<file path="config.mk">
export PLATFORM = sky130hd
export DESIGN_NAME = mul_div_unit
export DESIGN_NICKNAME = d
export VERILOG_FILES = /design/src/rtl/mdu_pkg.sv /design/src/rtl/mdu_shift_core.sv /design/src/rtl/mul_div_unit.sv
export SDC_FILE = /design/constraint.sdc
export NUM_CORES = 1
export LEC_CHECK = 0
export CAP_MARGIN = 5
export CORE_ASPECT_RATIO = 0.8
export CORE_UTILIZATION = 55
export DETAILED_ROUTE_END_ITERATION = 12
export GPL_ROUTABILITY_DRIVEN = 0
export PLACE_DENSITY_LB_ADDON = 0.12
export SLEW_MARGIN = 25
export SYNTH_ARGS = -nofsm -noshare
export SYNTH_HDL_FRONTEND = slang
export SYNTH_HIERARCHICAL = 1
export SYNTH_SLANG_ARGS = --single-unit
</file>
<file path="constraint.sdc">
create_clock -name clk -period 5.9 [get_ports clk]
set_input_delay 0.59 -clock clk [delete_from_list [all_inputs] [get_ports clk]]
set_output_delay 0.59 -clock clk [all_outputs]
set_load 0.05 [all_outputs]
</file>
<file path="src/rtl/mdu_pkg.sv">
// mdu_pkg: shared definitions for the iterative multiply/divide unit.
//   - op encodings (OP_MULTU, OP_DIVU, OP_MULT, OP_DIV)
//   - FSM state encoding
//   - default operand width and register address width
package mdu_pkg;

    localparam int unsigned MDU_WIDTH  = 16;
    localparam int unsigned MDU_ADDR_W = 3;

    // Bit 0 selects divide, bit 1 selects signed.
    typedef enum logic [1:0] {
        OP_MULTU = 2'b00,
        OP_DIVU  = 2'b01,
        OP_MULT  = 2'b10,
        OP_DIV   = 2'b11
    } op_e;

    typedef enum logic [1:0] {
        StIdle = 2'b00,
        StRun  = 2'b01,
        StFix  = 2'b10,
        StDone = 2'b11
    } state_e;

endpackage

</file>
<file path="src/rtl/mdu_shift_core.sv">
// mdu_shift_core: unsigned shift-add multiplier / restoring divider datapath.
//   clk, rst_n : clock, async active-low reset
//   load       : capture a_in/b_in and clear the step counter
//   step       : advance one bit of the operation
//   is_div     : 1 = restoring divide, 0 = shift-add multiply
//   a_in, b_in : unsigned multiplicand/dividend, multiplier/divisor
//   acc        : {hi, lo} = product, or {remainder, quotient}
//   last       : current step is the final one (counter == WIDTH-1)
module mdu_shift_core import mdu_pkg::*; #(
    parameter int unsigned WIDTH = MDU_WIDTH
) (
    input  logic               clk,
    input  logic               rst_n,
    input  logic               load,
    input  logic               step,
    input  logic               is_div,
    input  logic [WIDTH-1:0]   a_in,
    input  logic [WIDTH-1:0]   b_in,
    output logic [2*WIDTH-1:0] acc,
    output logic               last
);

    localparam int unsigned CNT_W = $clog2(WIDTH);

    logic [2*WIDTH-1:0] acc_q, acc_d;
    logic [WIDTH-1:0]   b_q;
    logic [CNT_W-1:0]   cnt_q;
    logic [WIDTH-1:0]   hi, lo;
    logic [WIDTH:0]     opnd_x, sum;

    assign hi = acc_q[2*WIDTH-1:WIDTH];
    assign lo = acc_q[WIDTH-1:0];

    // One shared adder/subtractor. Divide keeps remainder < divisor, so a
    // non-negative difference always has sum[WIDTH] clear and a borrow sets it.
    always_comb begin
        opnd_x = is_div ? {hi, lo[WIDTH-1]} : {1'b0, hi};
        sum    = is_div ? (opnd_x - {1'b0, b_q}) : (opnd_x + {1'b0, b_q});
        acc_d  = acc_q;
        if (is_div) begin
            if (!sum[WIDTH]) begin
                acc_d = {sum[WIDTH-1:0], lo[WIDTH-2:0], 1'b1};
            end else begin
                acc_d = {opnd_x[WIDTH-1:0], lo[WIDTH-2:0], 1'b0};
            end
        end else begin
            // Multiplier bits shift out of lo as product bits shift in from hi.
            if (lo[0]) begin
                acc_d = {sum, lo[WIDTH-1:1]};
            end else begin
                acc_d = {1'b0, hi, lo[WIDTH-1:1]};
            end
        end
    end

    always_ff @(posedge clk or negedge rst_n) begin
        if (!rst_n) begin
            acc_q <= '0;
            b_q   <= '0;
            cnt_q <= '0;
        end else if (load) begin
            acc_q <= {{WIDTH{1'b0}}, a_in};
            b_q   <= b_in;
            cnt_q <= '0;
        end else if (step) begin
            acc_q <= acc_d;
            cnt_q <= cnt_q + 1'b1;
        end
    end

    assign acc  = acc_q;
    assign last = (cnt_q == CNT_W'(WIDTH - 1));

endmodule

</file>
<file path="src/rtl/mul_div_unit.sv">
// mul_div_unit: iterative multiply/divide unit (MULTU, DIVU, MULT, DIV).
//   clk, rst_n           : clock, async active-low reset
//   start, op            : request and operation select (sampled when ready)
//   operand_a, operand_b : multiplicand/dividend, multiplier/divisor
//   dest_addr            : writeback register, captured at start
//   kill                 : abort the operation in flight
//   busy                 : high in RUN and FIX
//   done                 : one-cycle result strobe
//   result_lo/result_hi  : product low/high, or quotient/remainder
//   wr_addr              : captured dest_addr
//   div_by_zero          : divide with zero divisor, valid with done
module mul_div_unit import mdu_pkg::*; #(
    parameter int unsigned WIDTH  = MDU_WIDTH,
    parameter int unsigned ADDR_W = MDU_ADDR_W
) (
    input  logic              clk,
    input  logic              rst_n,
    input  logic              start,
    input  logic [1:0]        op,
    input  logic [WIDTH-1:0]  operand_a,
    input  logic [WIDTH-1:0]  operand_b,
    input  logic [ADDR_W-1:0] dest_addr,
    input  logic              kill,
    output logic              busy,
    output logic              done,
    output logic [WIDTH-1:0]  result_lo,
    output logic [WIDTH-1:0]  result_hi,
    output logic [ADDR_W-1:0] wr_addr,
    output logic              div_by_zero
);

    state_e             state_q;
    op_e                op_q;
    logic               neg_q, rem_neg_q, b_zero_q;
    logic [WIDTH-1:0]   a_raw_q;
    logic [ADDR_W-1:0]  dest_q;

    logic               accept, is_div_q, a_neg, b_neg, last;
    logic [WIDTH-1:0]   a_mag, b_mag, lo_d, hi_d, quo, rem;
    logic [2*WIDTH-1:0] acc, prod;

    assign accept   = ((state_q == StIdle) || (state_q == StDone)) && start && !kill;
    assign is_div_q = (op_q == OP_DIVU) || (op_q == OP_DIV);

    // Magnitudes of the live operands; used only on the capture edge.
    assign a_neg = op[1] && operand_a[WIDTH-1];
    assign b_neg = op[1] && operand_b[WIDTH-1];
    assign a_mag = a_neg ? -operand_a : operand_a;
    assign b_mag = b_neg ? -operand_b : operand_b;

    mdu_shift_core #(
        .WIDTH (WIDTH)
    ) u_core (
        .clk    (clk),
        .rst_n  (rst_n),
        .load   (accept),
        .step   (state_q == StRun),
        .is_div (is_div_q),
        .a_in   (a_mag),
        .b_in   (b_mag),
        .acc    (acc),
        .last   (last)
    );

    // Sign correction applied in FIX. 0x8000 / -1 needs no special case: the
    // magnitude quotient 0x8000 with a positive sign is already the answer.
    always_comb begin
        prod = neg_q ? -acc : acc;
        quo  = acc[WIDTH-1:0];
        rem  = acc[2*WIDTH-1:WIDTH];
        lo_d = prod[WIDTH-1:0];
        hi_d = prod[2*WIDTH-1:WIDTH];
        if (is_div_q) begin
            if (b_zero_q) begin
                lo_d = '1;
                hi_d = a_raw_q;
            end else begin
                lo_d = neg_q ? -quo : quo;
                hi_d = rem_neg_q ? -rem : rem;
            end
        end
    end

    always_ff @(posedge clk or negedge rst_n) begin
        if (!rst_n) begin
            state_q     <= StIdle;
            op_q        <= OP_MULTU;
            neg_q       <= 1'b0;
            rem_neg_q   <= 1'b0;
            b_zero_q    <= 1'b0;
            a_raw_q     <= '0;
            dest_q      <= '0;
            busy        <= 1'b0;
            done        <= 1'b0;
            result_lo   <= '0;
            result_hi   <= '0;
            wr_addr     <= '0;
            div_by_zero <= 1'b0;
        end else begin
            done <= 1'b0;
            unique case (state_q)
                StIdle, StDone: begin
                    if (accept) begin
                        state_q   <= StRun;
                        busy      <= 1'b1;
                        op_q      <= op_e'(op);
                        neg_q     <= a_neg ^ b_neg;
                        rem_neg_q <= a_neg;
                        b_zero_q  <= (operand_b == '0);
                        a_raw_q   <= operand_a;
                        dest_q    <= dest_addr;
                    end else begin
                        state_q <= StIdle;
                        busy    <= 1'b0;
                    end
                end
                StRun: begin
                    if (kill) begin
                        state_q <= StIdle;
                        busy    <= 1'b0;
                    end else if (last) begin
                        state_q <= StFix;
                    end
                end
                StFix: begin
                    busy <= 1'b0;
                    if (kill) begin
                        state_q <= StIdle;
                    end else begin
                        state_q     <= StDone;
                        done        <= 1'b1;
                        result_lo   <= lo_d;
                        result_hi   <= hi_d;
                        wr_addr     <= dest_q;
                        div_by_zero <= is_div_q && b_zero_q;
                    end
                end
                default: state_q <= StIdle;
            endcase
        end
    end

endmodule
</file>
# Yosys cells after proc, flatten, opt, wreduce, memory -nomap -nowiden
# Cells that the tools add are included.
# word_totals
reg_bits	116
elab_cells	76
inputBits	41
output_inout_bits	38
# op_classes
reduce_logical	14
n_bitwise	2
add_sub_neg	8
n_eq_ne	8
mux	28
# op_table
cell	n
2-to-1 mux 32 bit	6
2-to-1 mux 16 bit	8
negator 16 bit	4
2-to-1 mux 17 bit	2
negator 32 bit	1
adder 17 x 16 -> 17 bit	1
subtractor 17 x 16 -> 17 bit	1
logical NOT 16 bit	1
2-to-1 mux 4 bit	2
equality test 2 bit, second input constant	3
2-to-1 mux 2 bit	3
one-hot mux 2 bit (3 select lines)	1
logical AND 1 bit	5
2-to-1 mux 1 bit	5
adder 4 x 1 -> 4 bit, second input constant	1
equality test 2 x 1 -> 1 bit, second input constant	2
equality test 4 bit, second input constant	1
AND reduction 2 bit	2
inequality test 3 bit, second input constant	1
one-hot mux 1 bit (3 select lines)	1
logical NOT 2 bit	1
logical OR 1 bit	2
inequality test 2 bit, second input constant	1
nonzero test 2 bit	1
4 further kinds	4

# Logic depth before layout (Yosys ltp)
# Gate-level depths: netlist (run 1).
# depth
word_depth	9
mapped_depth	16
mapped_depth_nobuf	15

# Modules after synthesis
# The synthesis (run 1) kept the hierarchy.
# by_module_without_submodules
mod	cells_each	n_inst	area_per_inst_um2	seq_area_each_um2
mul_div_unit	538	1	4401.7	1576.5
mdu_shift_core	474	1	4141.5	1301.2

# Least setup slack after synthesis (run 1)
# OpenSTA, ideal clock, no wires.
# synth_timing
kind	reg2reg
startpoint	register op_q[0]
endpoint	register u_core.acc_q[31] (netlist: u_core/acc[31])
stages_incl_launch_ff	16
n_path_buf	4
slack_ps	1977
setup_time_ps	99
required_time_ps	5801
period_less_slack_ps	3923
t_arrival_ps	3823
cell_sequence	dfrtp_1 > clkbuf_1 > clkbuf_1 > buf_1 > clkbuf_1 > mux2i_1 > ha_1 > fa_1 > nand2b_1 > a21oi_1 > o221ai_1 > a21oi_1 > or3_4 > nand3_1 > a2111o_1 > a311oi_1
# synth_via
elab_chain_cells	9
word_cells_on_any_way	12
classes_between	add/sub: 2; eq/ne: 2; mux: 7; reduce/logical: 1
# synth_rtl
element	line	source
start: declaration	mul_div_unit.sv:33	op_e op_q;
start signal: assignment	mul_div_unit.sv:106	op_q <= op_e'(op);
equality test 2 x 1 -> 1 bit / equality test 2 bit (equally long branches)	mul_div_unit.sv:43	assign is_div_q = (op_q == OP_DIVU) || (op_q == OP_DIV);
logical OR 1 bit (*)	mul_div_unit.sv:43	
net is_div_q	mul_div_unit.sv:38	logic accept, is_div_q, a_neg, b_neg, last;
2-to-1 mux 17 bit	mdu_shift_core.sv:37	opnd_x = is_div ? {hi, lo[WIDTH-1]} : {1'b0, hi};
adder 17 x 16 -> 17 bit / subtractor 17 x 16 -> 17 bit (equally long branches)	mdu_shift_core.sv:38	sum = is_div ? (opnd_x - {1'b0, b_q}) : (opnd_x + {1'b0, b_q});
2-to-1 mux 17 bit	mdu_shift_core.sv:38	
2-to-1 mux 32 bit (on tied branches)	mdu_shift_core.sv:48, mdu_shift_core.sv:41	
2-to-1 mux 32 bit (*)	mdu_shift_core.sv:40	if (is_div) begin
2-to-1 mux 32 bit (*)	mdu_shift_core.sv:65	end else if (step) begin
2-to-1 mux 32 bit (*)	mdu_shift_core.sv:61	end else if (load) begin
end signal: assignment	mdu_shift_core.sv:62	acc_q <= {{WIDTH{1'b0}}, a_in};
end: declaration	mdu_shift_core.sv:25	logic [2*WIDTH-1:0] acc_q, acc_d;
# Mark *: on every way through the listed nets, which the timed path passes. The rest lies on a longest branch. The select of a mux whose other input is x is not followed.
# A chain may end at the register's enable or synchronous reset.

# Final worst setup path (run 1)
# layout_timing
startpoint	register u_core.b_q[3]
endpoint	register u_core.acc_q[31] (netlist: u_core/acc[31])
# layout_via
elab_chain_cells	6
word_cells_on_any_way	8
classes_between	add/sub: 2; mux: 6
# layout_rtl
element	line	source
start: declaration	mdu_shift_core.sv:26	logic [WIDTH-1:0] b_q;
start signal: assignment	mdu_shift_core.sv:63	b_q <= b_in;
adder 17 x 16 -> 17 bit / subtractor 17 x 16 -> 17 bit (equally long branches)	mdu_shift_core.sv:38	
2-to-1 mux 17 bit (*)	mdu_shift_core.sv:38	
2-to-1 mux 32 bit (on tied branches)	mdu_shift_core.sv:48, mdu_shift_core.sv:41	
2-to-1 mux 32 bit (*)	mdu_shift_core.sv:40	
2-to-1 mux 32 bit (*)	mdu_shift_core.sv:65	
2-to-1 mux 32 bit (*)	mdu_shift_core.sv:61	
# Mark *: on every way between the ends. The rest lies on a longest branch, timed or not. The select of a mux whose other input is x is not followed.

==> impl_metrics.tcl, run 1 <==
set metrics [dict create \
    post-route-util 0.663 \
    peakVddDrop_mv 0.300 \
    synth.top_cells.by_count "nand2_1 (162), dfrtp_1 (115), o21ai_0 (83), nor2_1 (71), xor2_1 (59)" \
    outcome "complete, no violations" \
    ys_top_cells_by_area "dfrtp_1 (34%), nand2_1 (7.1%), xor2_1 (6.0%), o21ai_0 (4.9%), ha_1 (3.5%)" \
    synth.most_common_cell "nand2_1" \
    crit_type "reg2reg" \
    grt_usage 0.304 \
    worstPathRequired_ns 6.22 \
    p_total_mw 4.92 \
    stdcell_area_sq_um 10000 \
    ys_seq_area_frac 0.337 \
    avgSynthCellArea_sq_um 8.44 \
    cts_hold_buffers 0 \
    port_buffers 78 \
    post_cts_resized 0 \
    yosysUniqueCellTypes 84 \
    synth_area_leader_cell "dfrtp_1" \
    grt_pass1_vias 7141 \
    die_y_um 113 \
    p_leak_nw 4.22 \
    wl_per_cell_um 18.2 \
    ys_warn_count 6 \
    cp.arrival_ns 4.71 \
    drv_cap 0 \
    placed_cell_area_sq_um 9330 \
    max-clock-path-buffers 2 \
    postCtsSetupBuffers 0 \
    crit_start "u_core/b_q[3]$_DFFE_PN0P_" \
    drt-pass1-iter-count 5 \
    yosys_most_used_dff "dfrtp_1" \
    min_period_ns 4.39 \
    rsz0062_at_grt "no" \
    h-tree-depth 4 \
    synth_edf_count 0 \
    crit_family "compound AO/OA/AOI/OAI gates" \
    synthCells 1012 \
    p_per_area_nw_per_um2 491 \
    num_antenna_cells 0 \
    timing.slew.headroom 0.395 \
    drt_iter0_drc 706 \
    antenna_found_initial 1 \
    remaining_drc_errors 0 \
    worstPathCellList "or3_4 > nor4_1 > nand2_1 > nand2_1 > o21ai_0 > xnor2_1 > ha_1 > a21o_1 > a21o_2 > a21o_2 > o21ai_2 > nand3_1 > a2111o_1 > a311oi_1" \
    vias 7650 \
    synth_fp_nets 1078 \
    fin_ws_ns 1.51 \
    synth_top_area_share 0.337 \
    area_delta_synth_final_pct 17.2 \
    setup-violations-final 0 \
    timing.rr.start "u_core/b_q[3]$_DFFE_PN0P_" \
    worstPathBufferInverterCount 0 \
    num-nets-final 1122 \
    crit_path_max_incr_delay_ns 0.54 \
    finalMaxSlewViolations 0 \
    hp-class "in2async" \
    fmax_mhz 228 \
    final_antenna_net_count 0 \
    cts_tree "built" \
    drive_above_1_share 0.0928 \
    die-area_sq_um 16000 \
    tightest_slew_ns 0.901 \
    overflow 0 \
    crit_fanout 14 \
    routed_wl_mm 23.2 \
    avgViaCountPerCell 5.99 \
    netlist_area_sq_um 8540 \
    grt_max_degree 66 \
    synthArstFlopShare 1.00 \
    holdWs_ns 0.281 \
    synth-seq-cells 115 \
    die-width_um 141 \
    finalCritPeriodShare 0.743 \
    skew_ns 0.00656 \
    clk_latency_ns 0.42 \
    dp_cells 1247 \
    start_kind "register" \
    tns_ns 0 \
    cp_slowest_cell "o21ai_2" \
    endpoint_kind "register" \
    pre_cts_slack_ns 1.63 \
    ios 79 \
    fp-row-count 40 \
    dp.final_hpwl_mm 15.9 \
    root_buffer "clkbuf_16" \
    grt_pass1_wl_mm 37.7 \
    cts_sinks 115 \
    final-instance-count-excl-fill 1277 \
    start_util 0.565 \
    cts_buffers 17 \
    hold_viol_final 0 \
    core_area_sq_um 15100 \
    clk_pin_slew_worst_paths_ns 0.05 \
]
[power breakdown]
group          leakage [nW]  total, mW  switching (mW)  internal [mW]
logic                  2.45       2.37            1.36           1.01
clock network         0.336       1.22           0.372          0.851
registers              1.44       1.33           0.351          0.974
[layout by cell type (no fill, tap or decap), types with 14 or more instances in the layout]
master           count
o21ai_0             83
o31ai_1             15
dfrtp_1            114
inv_1               35
ha_1                23
nor2_1              71
clkbuf_16           17
a211oi_1            14
mux2i_1             26
a21oi_1             58
xor2_1              59
mux2_2              24
xnor2_1             33
clkdlybuf4s50_1     77
nand2_1            162
nor3_1              22
nand2b_1            17
[worst paths after layout]
| path | endpoint | slack (ns) | cells after the start |
|---|---|---|---|
| max in group asynchronous | result_hi[8]$_DFFE_PN0P_ | 4.43 | 2 |
| worst min register to register | wr_addr[1]$_DFFE_PN0P_ | 0.47 | 2 |
| worst max register to register | u_core/acc[31]$_DFFE_PN0P_ | 1.51 | 14 |
| worst min-delay path | result_lo[15]$_DFFE_PN0P_ | 0.28 | 1 |
| worst max-delay path | u_core/acc[31]$_DFFE_PN0P_ | 1.51 | 14 |
| min in group clk | wr_addr[1]$_DFFE_PN0P_ | 0.47 | 2 |
[worst reg2reg max path, delay by kind of cell (launching register included)]
family | cells | cell delay, ns
simple gates | 5 | 1.42
xor+xnor | 1 | 0.17
compound gates | 7 | 1.96
flops | 1 | 0.41
fa+ha+maj | 1 | 0.35
[sequential cells by signal, summed over array words and instances (netlist names), 2 cells and up]
| name | count |
|---|---|
| wr_addr | 3 |
| u_core/b_q | 16 |
| result_hi | 16 |
| state_q | 2 |
| u_core/cnt_q | 4 |
| a_raw_q | 16 |
| result_lo | 16 |
| u_core/acc | 32 |
| dest_q | 3 |
[layout make-up]
type,count,area (sq um)
multi-input cells,796,5190
inverters,37,139
flip-flops and latches,115,2880
clock inverters,10,229
repair buffers,89,861
fillers,1320,5100
well taps,210,263
clock buffers,20,457
[layer usage]
metal,share of wire,track usage,vias up,wire [um]
met2,0.43,0.447,270,10000
li1,-,-,3703,-
met1,0.48,0.441,3648,11000
met5,0,0,-,0
met4,0.014,0.0884,0,321
met3,0.077,0.0747,29,1790
[cells by family after synthesis]
| family | after synthesis | share of synthesized area |
|---|---|---|
| AO/OA/AOI/OAI | 277 | 0.218 |
| adder cells (fa/ha/maj) | 25 | 0.0375 |
| flip-flops | 115 | 0.337 |
| XOR/XNOR | 92 | 0.0943 |
| AND/OR/NAND/NOR | 352 | 0.195 |
| multiplexers | 50 | 0.0621 |
| buffers and inverters | 101 | 0.0564 |
Power figures use the tool's default switching activity.
==> run 2: changes to the inputs <==
--- a/config.mk
+++ b/config.mk
@@ -7,7 +7,7 @@
 export LEC_CHECK = 0
 export CAP_MARGIN = 5
 export CORE_ASPECT_RATIO = 0.8
-export CORE_UTILIZATION = 55
+export CORE_UTILIZATION = 53
 export DETAILED_ROUTE_END_ITERATION = 12
 export GPL_ROUTABILITY_DRIVEN = 0
 export PLACE_DENSITY_LB_ADDON = 0.12
==> constraint.sdc (replaced) <==
create_clock -name clk -period 3.8 [get_ports clk]
set_input_delay 0.38 -clock clk [delete_from_list [all_inputs] [get_ports clk]]
set_output_delay 0.38 -clock clk [all_outputs]
set_load 0.05 [all_outputs]
==> run 2 against run 1 <==
Against the previous run: largest cell class unchanged; critical path depth grew 2; register-to-register slack lost 1.4 ns; sequential share of layout area shrank 0.70 points; setup slack lost 1.4 ns; clock power grew 39%; flip-flop and latch count is the same; the run now ends with hold timing left; clock skew grew 0.0075 ns.
==> impl_metrics.tcl, run 2 (same netlist as run 1, synthesis figures left out) <==
set metrics [dict create \
    remaining_drc_errors 0 \
    area_delta_synth_final_pct 20.2 \
    power_frac_clock 0.218 \
    min_period_ns 3.71 \
    grt_pass1_vias 7112 \
    dp_cells 1281 \
    dp.final_hpwl_mm 16.7 \
    num_antenna_cells 0 \
    worstPathRequired_ns 4.10 \
    grt_max_degree 70 \
    cts_buffers 17 \
    final_antenna_net_count 0 \
    p_sw_frac 0.433 \
    crit_end "u_core/acc[23]$_DFFE_PN0P_" \
    skew_ns 0.0140 \
    overflow 0 \
    final-instance-count-excl-fill 1315 \
    pwr-share-seq 0.253 \
    worstRegToRegCells 16 \
    drv_cap 0 \
    h-tree-depth 4 \
    timing.slew.headroom 0.382 \
    tns_ns 0 \
    p_total_mw 7.79 \
    final_common_cell "nand2_1" \
    fmax_mhz 270 \
    layout_common_cells "nand2_1 (160), dfrtp_1 (114), o21ai_0 (83)" \
    vias 7854 \
    endpoint_kind "register" \
    rrSetupSlack_ns 0.09 \
    grt_pass1_wl_mm 37.8 \
    largest_reg_flops 32 \
    avgViaCountPerCell 5.97 \
    num-nets-final 1154 \
    antenna_found_initial 0 \
    drive_above_1_share 0.129 \
    root_buffer "clkbuf_16" \
    register_area_sq_um 2880 \
    finalMaxSlewViolations 0 \
    clk_pin_slew_worst_paths_ns 0.06 \
    start_kind "register" \
    placed_cell_area_sq_um 9550 \
    r2r_end "u_core/acc[23]$_DFFE_PN0P_" \
    core_area_sq_um 15700 \
    fillCellCount 1367 \
    drt-pass1-iter-count 6 \
    die_y_um 116 \
    hp-class "in2async" \
    peakVddDrop_mv 0.388 \
    die-area_sq_um 16600 \
    max-clock-path-buffers 2 \
    cp.arrival_ns 4.01 \
    p_leak_nw 4.36 \
    port_buffers 78 \
    cts_sinks 115 \
    routed_wl_mm 23.7 \
    setup-violations-final 0 \
    cts_hold_buffers 0 \
    p_per_area_nw_per_um2 759 \
    violations "hold timing" \
    die-width_um 144 \
    crit_fanout 5 \
    internal-power_mw 4.42 \
    timing.rr.start "u_core/b_q[3]$_DFFE_PN0P_" \
    wl_per_cell_um 18.0 \
    holdWs_ns -0.0381 \
    power_switching_mw 3.37 \
    crit_type "reg2reg" \
    cts_tree "built" \
    ios 79 \
    finalCritPeriodShare 0.976 \
    stdcell_area_sq_um 10300 \
    grt_usage 0.296 \
    fp-row-count 41 \
    combPwrFrac 0.529 \
    drt_iter0_drc 789 \
    hold_viol_final 18 \
    tightest_slew_ns 0.920 \
    start_util 0.542 \
    multi_input_area_sq_um 5260 \
    clk_latency_ns 0.42 \
    outcome "finished with violations" \
    crit_start "u_core/b_q[3]$_DFFE_PN0P_" \
]
-- run 2: cell types whose count changed in the layout (fill, tap and decap cells not counted), sizes merged, moves of 2 or more --
cell / change
clkbuf: +3
buf: +31
clkinvlp: +2
bufinv: -4
-- run 2: per-stage QoR --
step,utilization,worst slack (ns)
after floorplan,-,0.00474
after global placement,0.606,0.185
after CTS,0.646,0.112
after global routing,0.652,-0.0912
after detailed placement,0.606,0.136
final,0.652,0.0924
-- run 2: what timing repair did --
item                                    in CTS  in global routing
endpoints found under the setup margin       0                 16
resized for setup                            0                 14
setup buffers                                0                  2
endpoints found under the hold margin        0                  0
-- run 2: layer usage --
layer	part of all wire	vias up	wire length, um	GRT usage
li1	-	3756	-	-
met1	0.48	3784	11300	0.438
met2	0.44	283	10400	0.436
met3	0.069	31	1640	0.0587
met4	0.015	0	346	0.0816
met5	0	-	0	0
-- run 2: area by class of cell --
type | count | share of cell area
Multi-Input combinational cell | 797 | 0.512
Sequential cell | 115 | 0.280
Timing Repair Buffer | 120 | 0.107
Clock buffer | 23 | 0.0485
Tap cell | 215 | 0.0262
Inverter | 37 | 0.0135
Clock inverter | 8 | 0.0121
-- run 2: worst min-delay path by stage --
stage                           startpoint                         to  cells after the start  slack [ns]
floorplan                            rst_n     a_raw_q[0]$_DFFE_PN0P_                      0        0.08
global placement     dest_q[1]$_DFFE_PN0P_     wr_addr[1]$_DFFE_PN0P_                      2        0.45
detailed placement  a_raw_q[9]$_DFFE_PN0P_     a_raw_q[9]$_DFFE_PN0P_                      2        0.45
CTS                                  rst_n     a_raw_q[4]$_DFFE_PN0P_                      1        0.13
global route                         rst_n             done$_DFF_PN0_                      1        0.03
finish                               rst_n  result_lo[12]$_DFFE_PN0P_                      1       -0.04
-- run 2: worst max-delay path, stage by stage, from the launching register on --
cell      delay [ns]
dfrtp_1         0.38
or3_4           0.42
nor4_2          0.17
buf_4           0.17
nand2_1         0.06
nand2_2         0.10
o21ai_0         0.10
xnor2_1         0.15
ha_1            0.34
a21o_1          0.19
a21o_2          0.22
a21o_4          0.25
or3_4           0.44
buf_4           0.18
nand3_1         0.07
o211ai_1        0.09
a31o_2          0.25
-- run 2: power by group through the flow --
stage / logic [mW] / registers (mW) / clock network (mW)
after floorplan: 2.85 / 1.93 / 0
after global placement: 3.81 / 1.98 / 0
after detailed placement: 3.85 / 1.98 / 0
after CTS: 3.91 / 1.96 / 1.72
after global routing: 4.48 / 2.03 / 1.78
final: 4.12 / 1.97 / 1.70
==> run 3: changes to the inputs <==
--- a/config.mk
+++ b/config.mk
@@ -11,7 +11,6 @@
 export DETAILED_ROUTE_END_ITERATION = 12
 export GPL_ROUTABILITY_DRIVEN = 0
 export PLACE_DENSITY_LB_ADDON = 0.12
-export SLEW_MARGIN = 25
 export SYNTH_ARGS = -nofsm -noshare
 export SYNTH_HDL_FRONTEND = slang
 export SYNTH_HIERARCHICAL = 1
==> run 3 against run 2 <==
Against the previous run: the run now ends clean; flip-flop and latch count did not move; highest routed layer unchanged; count of clock-buffer cells in the layout did not move; utilization barely moved.
==> impl_metrics.tcl, run 3 (same netlist as run 1, synthesis figures left out) <==
set metrics [dict create \
    combPwrFrac 0.529 \
    multi_input_area_sq_um 5260 \
    fillCellCount 1367 \
    finalCritPeriodShare 0.976 \
    worstPathCellList "or3_4 > nor4_2 > buf_4 > nand2_1 > nand2_2 > o21ai_0 > xnor2_1 > ha_1 > a21o_1 > a21o_2 > a21o_4 > or3_4 > buf_4 > nand3_1 > o211ai_1 > a31o_2" \
    skew_ns 0.0140 \
    worstRegToRegCells 16 \
    num_antenna_cells 0 \
    crit_path_max_incr_delay_ns 0.44 \
    root_buffer "clkbuf_16" \
    area_delta_synth_final_pct 20.1 \
    pwr-share-seq 0.253 \
    crit_start "u_core/b_q[3]$_DFFE_PN0P_" \
    grt_use_met1 0.438 \
    port_buffers 78 \
    busiest_layer "met1" \
    fp-row-count 41 \
    grt_max_degree 70 \
    placed_cell_area_sq_um 9550 \
    cts_hold_buffers 0 \
    setup-violations-final 0 \
    die_y_um 116 \
    cts_tree "built" \
    h-tree-depth 4 \
    tns_ns 0 \
    drive_above_1_share 0.129 \
    holdWs_ns 0.0915 \
    wl_per_cell_um 18.0 \
    worstPathRequired_ns 4.10 \
    start_kind "register" \
    die-width_um 144 \
    power_switching_mw 3.37 \
    endpoint_kind "register" \
    post-route-util 0.652 \
    num-nets-final 1154 \
    final_antenna_net_count 0 \
    antenna_found_initial 0 \
    final_common_cell "nand2_1" \
    timing.slew.headroom 0.367 \
    r2r_end "u_core/acc[23]$_DFFE_PN0P_" \
    register_area_sq_um 2880 \
    clk_latency_ns 0.42 \
    p_leak_nw 4.36 \
    overflow 0 \
    met3_usage 0.0587 \
    clk_pin_slew_worst_paths_ns 0.06 \
    grt_util_met2 0.436 \
    p_sw_frac 0.433 \
    cp.arrival_ns 4.01 \
    timing.rr.start "u_core/b_q[3]$_DFFE_PN0P_" \
    internal-power_mw 4.42 \
    peakVddDrop_mv 0.388 \
    drt-pass1-iter-count 6 \
    largest_reg_flops 32 \
    ios 79 \
    hp-class "in2async" \
    p_total_mw 7.79 \
    finalMaxSlewViolations 0 \
    grt_usage 0.296 \
    outcome "complete, no violations" \
    layout_common_cells "nand2_1 (160), dfrtp_1 (114), o21ai_0 (83)" \
    crit_type "reg2reg" \
    crit_fanout 5 \
    fmax_mhz 270 \
    power_frac_clock 0.218 \
    remaining_drc_errors 0 \
    stdcell_area_sq_um 10300 \
    tightest_slew_ns 0.950 \
    die-area_sq_um 16600 \
    vias 7865 \
    cts_buffers 17 \
    grt_pass1_wl_mm 37.8 \
    dp.final_hpwl_mm 16.7 \
    rrSetupSlack_ns 0.09 \
    max-clock-path-buffers 2 \
    cts_sinks 115 \
    avgViaCountPerCell 5.98 \
    drv_cap 0 \
    hold_viol_final 0 \
    routed_wl_mm 23.7 \
    core_area_sq_um 15700 \
    start_util 0.542 \
    drt_iter0_drc 789 \
    p_per_area_nw_per_um2 759 \
    min_period_ns 3.71 \
    grt_pass1_vias 7112 \
    cp_slowest_cell "or3_4" \
]
## run 3: cell count changes in the layout (fill, tap and decap cells not counted)
cell	change
buf_4	+1
buf_6	-1
## run 3: how the worst max path moves through the flow
stage | endpoint | cells after the start
after detailed placement | u_core/acc[23]$_DFFE_PN0P_ | 16
after global routing | u_core/acc[21]$_DFFE_PN0P_ | 17
after floorplan | u_core/acc[31]$_DFFE_PN0P_ | 15
after CTS | u_core/acc[23]$_DFFE_PN0P_ | 16
after global placement | u_core/acc[23]$_DFFE_PN0P_ | 16
final | u_core/acc[23]$_DFFE_PN0P_ | 16
## run 3: metal layers
layer	part of all wire	wire length (um)
met1	0.48	11300
met2	0.44	10400
met3	0.071	1680
met4	0.016	371
met5	0	0
## run 3: what timing repair did
| item | CTS | global route |
|---|---|---|
| resized for setup | 0 | 14 |
| setup endpoints to repair | 0 | 16 |
| buffers inserted | 0 | 2 |
## run 3: power groups by stage
stage / Combinational [mW] / Sequential, mW / Clock (mW)
2_1_floorplan: 2.85 / 1.93 / 0
3_3_place_gp: 3.81 / 1.98 / 0
3_5_place_dp: 3.85 / 1.98 / 0
4_1_cts: 3.91 / 1.96 / 1.72
5_1_grt: 4.48 / 2.03 / 1.78
6_report: 4.12 / 1.97 / 1.70
## run 3: through the flow
stage,setup slack [ns],instances
final,0.0926,1315
after CTS,0.112,1312
after global routing,-0.0912,1315
after floorplan,0.00474,1012
after detailed placement,0.136,1281
after global placement,0.185,1281
## run 3: critical path, delay by kind of cell (launching register included)
family / cells / cell delay (ns)
flops: 1 / 0.38
fa+ha+maj: 1 / 0.34
compound gates: 6 / 1.10
xor+xnor: 1 / 0.15
simple gates: 6 / 1.26
buf+inv: 2 / 0.35
## run 3: layout make-up
| type | count | area share |
|---|---|---|
| Tap cell | 215 | 0.0262 |
| Inverter | 37 | 0.0135 |
| Timing Repair Buffer | 120 | 0.107 |
| Clock inverter | 8 | 0.0121 |
| Clock buffer | 23 | 0.0485 |
| Sequential cell | 115 | 0.281 |
| Multi-Input combinational cell | 797 | 0.512 |
